==> src/rtl/half_sub_pkg.sv <==
// half_sub_pkg: default sizing constants shared by the half subtractor files
package half_sub_pkg;
  localparam int HALF_SUB_WIDTH = 1;
  localparam int HALF_SUB_CNT_W = 8;
  localparam logic [HALF_SUB_CNT_W-1:0] HALF_SUB_CNT_MAX = '1;
endpackage

==> src/rtl/half_sub_bit.sv <==
// half_sub_bit: one combinational half-subtractor lane
module half_sub_bit (
  input  logic a_i,
  input  logic b_i,
  output logic diff_o,
  output logic borr_o
);
  assign diff_o = a_i ^ b_i;
  assign borr_o = ~a_i & b_i;
endmodule

==> src/rtl/half_sub.sv <==
// half_sub: per-lane half subtractor with registered copy and saturating borrow counter
module half_sub
  import half_sub_pkg::*;
#(
  parameter int WIDTH = HALF_SUB_WIDTH,
  parameter int CNT_W = HALF_SUB_CNT_W
) (
  input  logic             clk,
  input  logic             rst,
  input  logic [WIDTH-1:0] a,
  input  logic [WIDTH-1:0] b,
  output logic [WIDTH-1:0] diff,
  output logic [WIDTH-1:0] borr,
  output logic [WIDTH-1:0] diff_q,
  output logic [WIDTH-1:0] borr_q,
  output logic [CNT_W-1:0] borr_cnt
);
  localparam logic [CNT_W-1:0] CNT_MAX = '1;
  logic [WIDTH-1:0] diff_d, borr_d;
  logic [CNT_W-1:0] cnt_q, cnt_d;
  for (genvar i = 0; i < WIDTH; i++) begin : g_lane
    half_sub_bit u_bit (.a_i(a[i]), .b_i(b[i]), .diff_o(diff[i]), .borr_o(borr[i]));
  end
  // next state: reset clears, otherwise capture lanes and count borrow cycles up to saturation
  always_comb begin
    diff_d = rst ? '0 : diff;
    borr_d = rst ? '0 : borr;
    cnt_d  = rst ? '0 : (|borr && cnt_q != CNT_MAX) ? cnt_q + 1'b1 : cnt_q;
  end
  // state registers
  always_ff @(posedge clk) begin
    diff_q <= diff_d;
    borr_q <= borr_d;
    cnt_q  <= cnt_d;
  end
  assign borr_cnt = cnt_q;
endmodule

==> config.mk <==
export PLATFORM = sky130hd
export DESIGN_NAME = half_sub
export DESIGN_NICKNAME = d
export VERILOG_FILES = /design/src/rtl/half_sub_pkg.sv /design/src/rtl/half_sub_bit.sv /design/src/rtl/half_sub.sv
export SDC_FILE = /design/constraint.sdc
export NUM_CORES = 1
export LEC_CHECK = 0
export CAP_MARGIN = 10
export CORE_MARGIN = 2
export CORE_UTILIZATION = 39
export DETAILED_ROUTE_END_ITERATION = 8
export GPL_TIMING_DRIVEN = 1
export PLACE_DENSITY = 0.69
export SLEW_MARGIN = 10
export SYNTH_ARGS = -nofsm -noshare
export SYNTH_HDL_FRONTEND = slang
export SYNTH_SLANG_ARGS = --single-unit
export TNS_END_PERCENT = 30
==> constraint.sdc <==
create_clock -name clk -period 1.2 [get_ports clk]
set_input_delay 0.24 -clock clk [delete_from_list [all_inputs] [get_ports clk]]
set_output_delay 0.24 -clock clk [all_outputs]
set_load 0.02 [all_outputs]
Word level (Yosys, flattened, before mapping) --
Index checks and enable logic that the tools add are counted.
Word-level totals: bits in registers 10, output and inout bits 12, logic and storage cells 9
Cells by class: add/sub/neg operators 1, equal/unequal tests 1, bitwise gates (word level) 3, reduce and logical (&&, ||, !) cells 1
Operators with widths (number):
- 8-bit by 1-bit adder with 8-bit output, second input constant | 1
- 8-bit inequality test, second input constant | 1
- 1-bit bitwise AND | 1
- 1-bit logical AND | 1
- 1-bit NOT | 1
- 1-bit XOR | 1

Depth between registers and ports, before layout --
Gate-level depths: netlist (run 1).
depth in word-level cells 3, depth in mapped cells 6, depth with buffers taken out 5

Cells and area by module --
A second synthesis (run 1) with hierarchy kept.
Second synthesis, totals: cells, all modules 54, area total of the unflattened synthesis 503.0 µm²
By module, submodules not included:
- half_sub | instances 1, cells each 51, area each 483.0 µm², seq. area each 200.2 µm²
- half_sub_bit | instances 1, cells each 3, area each 20.0 µm², seq. area each 0.0 µm²

Worst setup path before layout (run 1) --
OpenSTA, ideal clock, no wires.
kind input to register, start point in a, end point reg cnt_q[5] (netlist: borr_cnt[5]), setup time 123 ps, arrival time 1402 ps, data required time 1077 ps, setup slack -326 ps, stages 6, buffers on the path 1, path through inv_1 ha_1 buf_2 nand3_1 a211oi_1 mux2_1
Between the ends: cells in the longest elaborated chain, start to end 3
Ends and longest elaborated chain:
- start: declaration | line half_sub.sv:10 | input logic [WIDTH-1:0] a,
- 1-bit NOT | line half_sub_bit.sv:9 | assign borr_o = ~a_i & b_i;
- 1-bit bitwise AND | line half_sub_bit.sv:9
- net borr | line half_sub.sv:13 | output logic [WIDTH-1:0] borr,
- 1-bit logical AND | line half_sub.sv:28 | cnt_d = rst ? '0 : (|borr && cnt_q != CNT_MAX) ? cnt_q + 1'b1 : cnt_q;
- end signal: assignment | line half_sub.sv:34 | cnt_q <= cnt_d;
- end: declaration | line half_sub.sv:20 | logic [CNT_W-1:0] cnt_q, cnt_d;
The timed path passes the listed nets, and every way through them passes these cells. A chain may end at the register's enable or synchronous reset.

Worst setup path after layout (run 1) --
start point reg cnt_q[0] (netlist: borr_cnt[0]), end point reg cnt_q[0] (netlist: borr_cnt[0])
Between the ends: cells in the longest elaborated chain, start to end 2, elaborated cells between the ends (all ways) 3, classes of those cells 1 x add/sub; 1 x eq/ne; 1 x reduce/logical
Ends and longest elaborated chain:
- parallel branches: the longest is 2 deep, another holds 8-bit by 1-bit adder with 8-bit output
Several ways; the timed one is not identified.

==> results_dict.tcl, run 1 <==
set metrics [dict create \
    cts-buffers-inserted 3 \
    dr.first_iter.drc_count 9 \
    layout.cells.most_common_list "sky130_fd_sc_hd__buf_4 (17), sky130_fd_sc_hd__nor2b_1 (6), sky130_fd_sc_hd__nor2_1 (5), sky130_fd_sc_hd__dfxtp_1 (5), sky130_fd_sc_hd__dlygate4sd2_1 (5)" \
    io_pins 16 \
    number_of_antenna_violations_at_the_first_check_in_global_routing 0 \
    grt_usage_pct 17.8 \
    failed_checks "setup timing" \
    timing.critical_path.from_type "flip-flop" \
    synth.yosys.warnings 0 \
    power.total_uw 690 \
    worst-r2r-setup-slack_ns -0.09 \
    drc 0 \
    regToRegStartpoint "borr_cnt[0]$_SDFFE_PP0P_" \
    grt_pass1_wl_um 1820 \
    count_of_state_elements_after_synthesis 10 \
    layout.area.seq_um2 211 \
    post_route_insts_no_fill 102 \
    antenna-diode-count 0 \
    place_worst_setup_slack_ns -0.642 \
    share_of_final_layout_standard_cells_stronger_than_drive_strength_1_pct 51.7 \
    area_delta_synth_final_pct 62.1 \
    post_layout_min_period_ns 1.29 \
    ctsHoldBuffers 0 \
    setup_viol 7 \
    antenna_violating_nets_post_route 0 \
    avgSynthCellArea_um2 9.60 \
    clock-root-buffer "sky130_fd_sc_hd__clkbuf_4" \
    grt_most_used_layer "met2" \
    grt_start_max_net_pins 10 \
    globalplace.congestion 0.710 \
    cp.arrival_ns 1.45 \
    cell_count_of_the_worst_reg_to_reg_path 4 \
    setup.worst_path.end_class "flip-flop" \
    count_of_final_max_slew_check_failures 0 \
    timing_worst_setup_path_type "reg -> reg" \
    required_ns 1.35 \
    power.leakage_nw 0.379 \
    vias_per_cell 5.00 \
    dpl.cell_count 99 \
    floorplan.core_area_um2 1280 \
    multiInputGateArea_um2 345 \
    critPathLaunch "borr_cnt[0]$_SDFFE_PP0P_" \
    die_area_um2 1660 \
    groute.layer.met2.usage_pct 26.6 \
    placement_rows 13 \
    number_of_iterations_in_the_first_detailed_routing_pass 4 \
    syn_area_um2 528 \
    wl_per_cell_um 11.5 \
    clock-skew-final_ns 0.00151 \
    layout.nets 95 \
    clock_sinks 10 \
    die-width_um 40.8 \
    overflow 0 \
    vias 510 \
    nFillCells 109 \
    cts_clk_pin_slew_worst_paths_ns 0.06 \
    clock.fmax_mhz 773 \
    power.ir.vdd_worst_mv 0.608 \
    dieHeight_um 40.8 \
    hold_viol 0 \
    post_synth_num_cell_types 25 \
    htree_levels 1 \
    critical_path.max_fanout 5 \
    timing.setup.tns_ns -0.272 \
    finalWirelength_um 1180 \
    run_status "finished, violations left" \
    setup_slack_ns -0.0933 \
    period_share_pct 108 \
    syn_inst 55 \
    buffer_ports.inserted 15 \
    worst_hold_path_type "in -> reg" \
    synthDominantAreaCellType "sky130_fd_sc_hd__dfxtp_1" \
    synth_nets 61 \
    first_global_vias 442 \
    post_cts_buffers 0 \
    groute.layer.met1.usage_pct 19.9 \
    cts_buffer_depth 2 \
    insertion_delay_ns 0.26 \
    cap_violations 0 \
    power_per_standard_cell_area_nw_per_um2 806 \
    crit_end "borr_cnt[0]$_SDFFE_PP0P_" \
    regToRegEndpoint "borr_cnt[0]$_SDFFE_PP0P_" \
    setup_repair_after_global_routing_missed_its_margin "true" \
    post_synth_main_area_contributors "sky130_fd_sc_hd__dfxtp_1 (38%), sky130_fd_sc_hd__nor2b_1 (7.1%), sky130_fd_sc_hd__mux2_4 (5.7%)" \
    slew_headroom_pct 78.1 \
    dp_hpwl_um 929 \
    tightest_slew_ns 0.328 \
    ys_seq_area_share_pct 37.9 \
    initial_core_util_pct 41.1 \
    groute.layer.met3.usage_pct 6.52 \
    final_common_cell "sky130_fd_sc_hd__buf_4" \
    fin_util_pct 66.6 \
    cts_tree "done" \
    synth_top_area_share_pct 37.9 \
]
[through the flow]
step                      instance area [µm²]  hold WS, ns
after floorplan                           572        0.413
after global placement                    846        0.503
after detailed placement                  846        0.513
after CTS                                 861        0.409
after global routing                      856        0.411
final                                     856        0.416
[worst max-delay path, cell delays in order (launching register included)]
cell	delay, ns
sky130_fd_sc_hd__dfxtp_4	0.36
sky130_fd_sc_hd__ha_4	0.16
sky130_fd_sc_hd__and4_4	0.17
sky130_fd_sc_hd__a21boi_4	0.17
sky130_fd_sc_hd__mux2_4	0.31
[layout make-up]
class,instances,share of cell area [%]
Multi-Input combinational cell,40,40.4
Timing Repair Buffer,31,28.8
Sequential cell,10,24.7
Clock buffer,3,2.63
Tap cell,15,2.19
Inverter,3,1.32
[state kept, by name, indices dropped and copies added (netlist names)]
register  cells
borr_q        1
diff_q        1
borr_cnt      8
[layer usage]
layer / vias up / wire, µm
met5: - / 0
met4: 0 / 11
met3: 2 / 45
met2: 8 / 582
met1: 235 / 538
li1: 265 / -
[cell usage after synthesis]
library cell and number:
sky130_fd_sc_hd__dfxtp_1 10, sky130_fd_sc_hd__nor2b_1 6, sky130_fd_sc_hd__nor2_1 5, sky130_fd_sc_hd__a21oi_1 3
sky130_fd_sc_hd__inv_1 3, sky130_fd_sc_hd__nand3_1 3, sky130_fd_sc_hd__a211oi_1 2, sky130_fd_sc_hd__ha_1 2
sky130_fd_sc_hd__mux2_4 2, sky130_fd_sc_hd__nand2b_1 2, sky130_fd_sc_hd__nand4_1 2, sky130_fd_sc_hd__nor3_1 2
sky130_fd_sc_hd__a21boi_4 1, sky130_fd_sc_hd__a21oi_2 1, sky130_fd_sc_hd__a311oi_1 1, sky130_fd_sc_hd__a31oi_1 1
sky130_fd_sc_hd__a41o_2 1, sky130_fd_sc_hd__and3_4 1, sky130_fd_sc_hd__and4_1 1, sky130_fd_sc_hd__and4_2 1
sky130_fd_sc_hd__and4_4 1, sky130_fd_sc_hd__buf_2 1, sky130_fd_sc_hd__clkbuf_1 1, sky130_fd_sc_hd__mux2_1 1
sky130_fd_sc_hd__mux2i_1 1
[worst min path at each step]
| stage | from | endpoint | slack, ns | depth (start not counted) |
|---|---|---|---|---|
| finish | b | diff_q$_SDFF_PP0_ | 0.42 | 3 |
| global route | b | diff_q$_SDFF_PP0_ | 0.41 | 3 |
| CTS | b | diff_q$_SDFF_PP0_ | 0.41 | 3 |
| detailed placement | borr_cnt[1]$_SDFFE_PP0P_ | borr_cnt[1]$_SDFFE_PP0P_ | 0.51 | 2 |
| global placement | borr_cnt[1]$_SDFFE_PP0P_ | borr_cnt[1]$_SDFFE_PP0P_ | 0.50 | 2 |
| floorplan | rst | borr_cnt[1]$_SDFFE_PP0P_ | 0.41 | 2 |
[timing repair]
action / 4_1_cts / 5_1_grt
resized for setup: 31 / 11
gates cloned: 0 / 0
setup endpoints to repair: 19 / 13
pin swaps: 2 / 4
[power by group]
group	internal, mW	switching, mW	total [mW]
combinational	0.0601	0.0525	0.113
sequential	0.338	0.00750	0.346
clock	0.116	0.115	0.231
total	0.514	0.175	0.690
[cells by family (layout without fill, tap and decap cells)]
| group | Yosys count | after routing | synth area share, % |
|---|---|---|---|
| AOI/OAI and AO/OA | 10 | 10 | 15.9 |
| adders and majority gates | 2 | 2 | 4.74 |
| buffers and inverters | 5 | 37 | 3.79 |
| DFF | 10 | 10 | 37.9 |
| muxes | 4 | 4 | 9.72 |
| and+or+nand+nor | 24 | 24 | 28.0 |
No activity file was read; power rests on OpenSTA's default activity.
==> run 2, diff against run 1 <==
--- a/config.mk
+++ b/config.mk
@@ -5,6 +5,7 @@
 export SDC_FILE = /design/constraint.sdc
 export NUM_CORES = 1
 export LEC_CHECK = 0
+export ABC_AREA = 1
 export CAP_MARGIN = 10
 export CORE_MARGIN = 2
 export CORE_UTILIZATION = 39
@@ -15,4 +16,3 @@
 export SYNTH_ARGS = -nofsm -noshare
 export SYNTH_HDL_FRONTEND = slang
 export SYNTH_SLANG_ARGS = --single-unit
-export TNS_END_PERCENT = 30
==> run 2 against run 1 <==
Effect of this change:
- the flow now finishes without violations
- clock skew is essentially flat
- critical path depth is the same
- global-route usage shrank 1.7 points
- fmax grew 10%
- non-clock buffer count shrank 5
- synthesized cell count grew 47%
- core utilization grew 4.6 points
- routed wire length grew 7.3%
- sequential share of layout area shrank 1.9 points
- worst hold slack gained 0.0060 ns
- sequential power is essentially flat
- total power grew 12%
- highest routed layer unchanged
==> results_dict.tcl, run 2 <==
set metrics [dict create \
    timing.critical_path.from_type "input pin" \
    synth_nets 87 \
    run_status "finished, final reports clean" \
    nFillCells 119 \
    die-width_um 41.2 \
    synthDominantAreaCellType "sky130_fd_sc_hd__dfxtp_1" \
    antenna_violating_nets_post_route 0 \
    setup.worst_path.end_class "primary output" \
    synth_top_area_share_pct 37.1 \
    async_flop_share_pct 0 \
    floorplan.core_area_um2 1300 \
    yosys.cell_count.top_type "sky130_fd_sc_hd__nand2_1" \
    count_of_final_max_slew_check_failures 0 \
    largest_register_ff_count 8 \
    synth_top_flop_cell "sky130_fd_sc_hd__dfxtp_1" \
    fin_util_pct 71.3 \
    drc 0 \
    crit_buf_inv 3 \
    period_share_pct 97.9 \
    design_area_um2 927 \
    hold-path-cell-count 3 \
    critPathLaunch "b" \
    setup_viol 0 \
    number_of_antenna_violations_at_the_first_check_in_global_routing 0 \
    first_global_vias 420 \
    worst-r2r-setup-slack_ns 0.06 \
    clock_sinks 10 \
    htree_levels 1 \
    area_delta_synth_final_pct 71.9 \
    clock.fmax_mhz 851 \
    hold_viol 0 \
    io_pins 16 \
    setup_repair_after_global_routing_missed_its_margin "true" \
    vias_per_cell 4.60 \
    cts-buffers-inserted 3 \
    dp_hpwl_um 881 \
    avgSynthCellArea_um2 6.66 \
    regToRegStartpoint "borr_cnt[4]$_SDFFE_PP0P_" \
    number_of_synthesized_flops_with_an_enable_pin 0 \
    finalWirelength_um 1260 \
    timing.setup.tns_ns 0 \
    power_per_standard_cell_area_nw_per_um2 831 \
    tightest_slew_ns 0.292 \
    critical_path.max_fanout 2 \
    cts_buffer_depth 2 \
    cts_clk_pin_slew_worst_paths_ns 0.07 \
    dieHeight_um 41.2 \
    syn_area_um2 539 \
    cp.arrival_ns 0.93 \
    power.ir.vdd_worst_mv 0.907 \
    share_of_final_layout_standard_cells_stronger_than_drive_strength_1_pct 41.4 \
    number_of_iterations_in_the_first_detailed_routing_pass 4 \
    post_dp_area_um2 798 \
    globalplace.congestion 0.754 \
    cts_tree "done" \
    placement_rows 13 \
    wl_per_cell_um 10.0 \
    slew_headroom_pct 80.5 \
    post_synth_num_cell_types 14 \
    layout.cells.most_common_list "sky130_fd_sc_hd__nand2_1 (15), sky130_fd_sc_hd__inv_1 (14), sky130_fd_sc_hd__nor2_1 (11)" \
    insertion_delay_ns 0.26 \
    power.leakage_nw 0.484 \
    initial_core_util_pct 41.4 \
    crit_path_cell_trace "dlygate4sd2_1, ha_4, inv_1, buf_2" \
    cap_violations 0 \
    timing.critical_path.slowest_cell_delay_ns 0.27 \
    hold_path_startpoint "b" \
    count_of_state_elements_after_synthesis 10 \
    buffer_ports.inserted 15 \
    grt_pass1_wl_um 1770 \
    post_layout_min_period_ns 1.17 \
    layout.nets 118 \
    dr.first_iter.drc_count 5 \
    critical-path-top-delay-family "buffers and inverters" \
    grt_start_max_net_pins 11 \
    post_synth_main_area_contributors "sky130_fd_sc_hd__dfxtp_1 (37%), sky130_fd_sc_hd__nand2_1 (13%), sky130_fd_sc_hd__inv_1 (10%)" \
    synth.yosys.warnings 0 \
    vias 580 \
    ys_top_cells_by_count "sky130_fd_sc_hd__nand2_1 (19), sky130_fd_sc_hd__inv_1 (15), sky130_fd_sc_hd__nor2_1 (11)" \
    overflow 0 \
    regToRegEndpoint "borr_cnt[7]$_SDFFE_PP0P_" \
    cell_count_of_the_worst_reg_to_reg_path 7 \
    worst_hold_path_type "in -> reg" \
    ys_seq_area_share_pct 37.1 \
    antenna-diode-count 0 \
    power.total_uw 770 \
    timing_worst_setup_path_type "in -> out" \
    grt_usage_pct 16.1 \
    die_area_um2 1700 \
    crit_slowest_cell "sky130_fd_sc_hd__ha_4" \
    syn_inst 81 \
    timing.hold.worst_endpoint "diff_q$_SDFF_PP0_" \
    clock-skew-final_ns 0.00192 \
    final_common_cell "sky130_fd_sc_hd__nand2_1" \
    clock-root-buffer "sky130_fd_sc_hd__clkbuf_4" \
    required_ns 0.96 \
]
[run 2: cell types whose count changed after synthesis, moves of 3 or more]
| cell | previous run | this run |
|---|---|---|
| sky130_fd_sc_hd__inv_1 | 3 | 15 |
| sky130_fd_sc_hd__nor2b_1 | 6 | 0 |
| sky130_fd_sc_hd__nand3_1 | 3 | 8 |
| sky130_fd_sc_hd__nand2_1 | 0 | 19 |
| sky130_fd_sc_hd__nor2_1 | 5 | 11 |
| sky130_fd_sc_hd__a21oi_1 | 3 | 6 |
[run 2: area by class of cell]
cell class | count | area (µm²) | share of cell area (%)
Clock buffer | 4 | 36.3 | 3.91
Inverter | 15 | 56.3 | 6.07
Multi-Input combinational cell | 56 | 369 | 39.8
Sequential cell | 10 | 211 | 22.8
Tap cell | 15 | 18.8 | 2.02
Timing Repair Buffer | 26 | 235 | 25.4
[run 2: kinds of logic after synthesis]
group	share of synthesized area [%]
AO/OA/AOI/OAI	5.57
flip-flops	37.1
adder cells (fa/ha/maj)	4.64
AND/OR/NAND/NOR	41.3
buffers and inverters	11.4
[run 2: routing by layer]
metal	GRT usage, %	vias to the layer above	share of wire (%)	wire, µm
li1	-	307	-	-
met1	20.3	265	46	586
met2	26.2	6	49	625
met3	3.26	2	3.0	38
met4	7.26	0	1.0	13
met5	0	-	0	0
[run 2: through the flow]
| stage | hold WS (ns) | instances | setup WS, ns |
|---|---|---|---|
| floorplan | 0.307 | 81 | 0.00999 |
| global placement | 0.512 | 119 | -0.650 |
| detailed placement | 0.517 | 119 | -0.659 |
| CTS | 0.421 | 123 | 0.0110 |
| global route | 0.429 | 126 | -0.0119 |
| finish | 0.422 | 126 | 0.0252 |
[run 2: how the worst max path moves through the flow]
stage | cells after the start | to | slack [ns]
6_report | 4 | diff | 0.03
5_1_grt | 7 | borr_cnt[2]$_SDFFE_PP0P_ | -0.01
4_1_cts | 10 | borr_cnt[7]$_SDFFE_PP0P_ | 0.01
3_5_place_dp | 5 | diff | -0.66
3_3_place_gp | 5 | diff | -0.65
2_1_floorplan | 9 | borr_cnt[7]$_SDFFE_PP0P_ | 0.01
[run 2: power breakdown]
part | switching [mW] | leakage (nW) | internal, mW | total (mW)
clock network | 0.124 | 0.0210 | 0.184 | 0.308
registers | 0.00868 | 0.0842 | 0.339 | 0.348
logic | 0.0587 | 0.378 | 0.0555 | 0.114
[run 2: timing repair]
action	in CTS	in global routing
hold buffers	0	0
setup endpoints to repair	17	12
buffers inserted	0	3
gates resized for setup	27	27
pin swaps	0	9
gates cloned	0	1
[run 2: tightest hold or removal path: cells and delay by family]
kind | cells | cell delay, ns
AND/OR/NAND/NOR | 1 | 0.04
adder cells (fa/ha/maj) | 1 | 0.13
buffers and inverters | 1 | 0.23
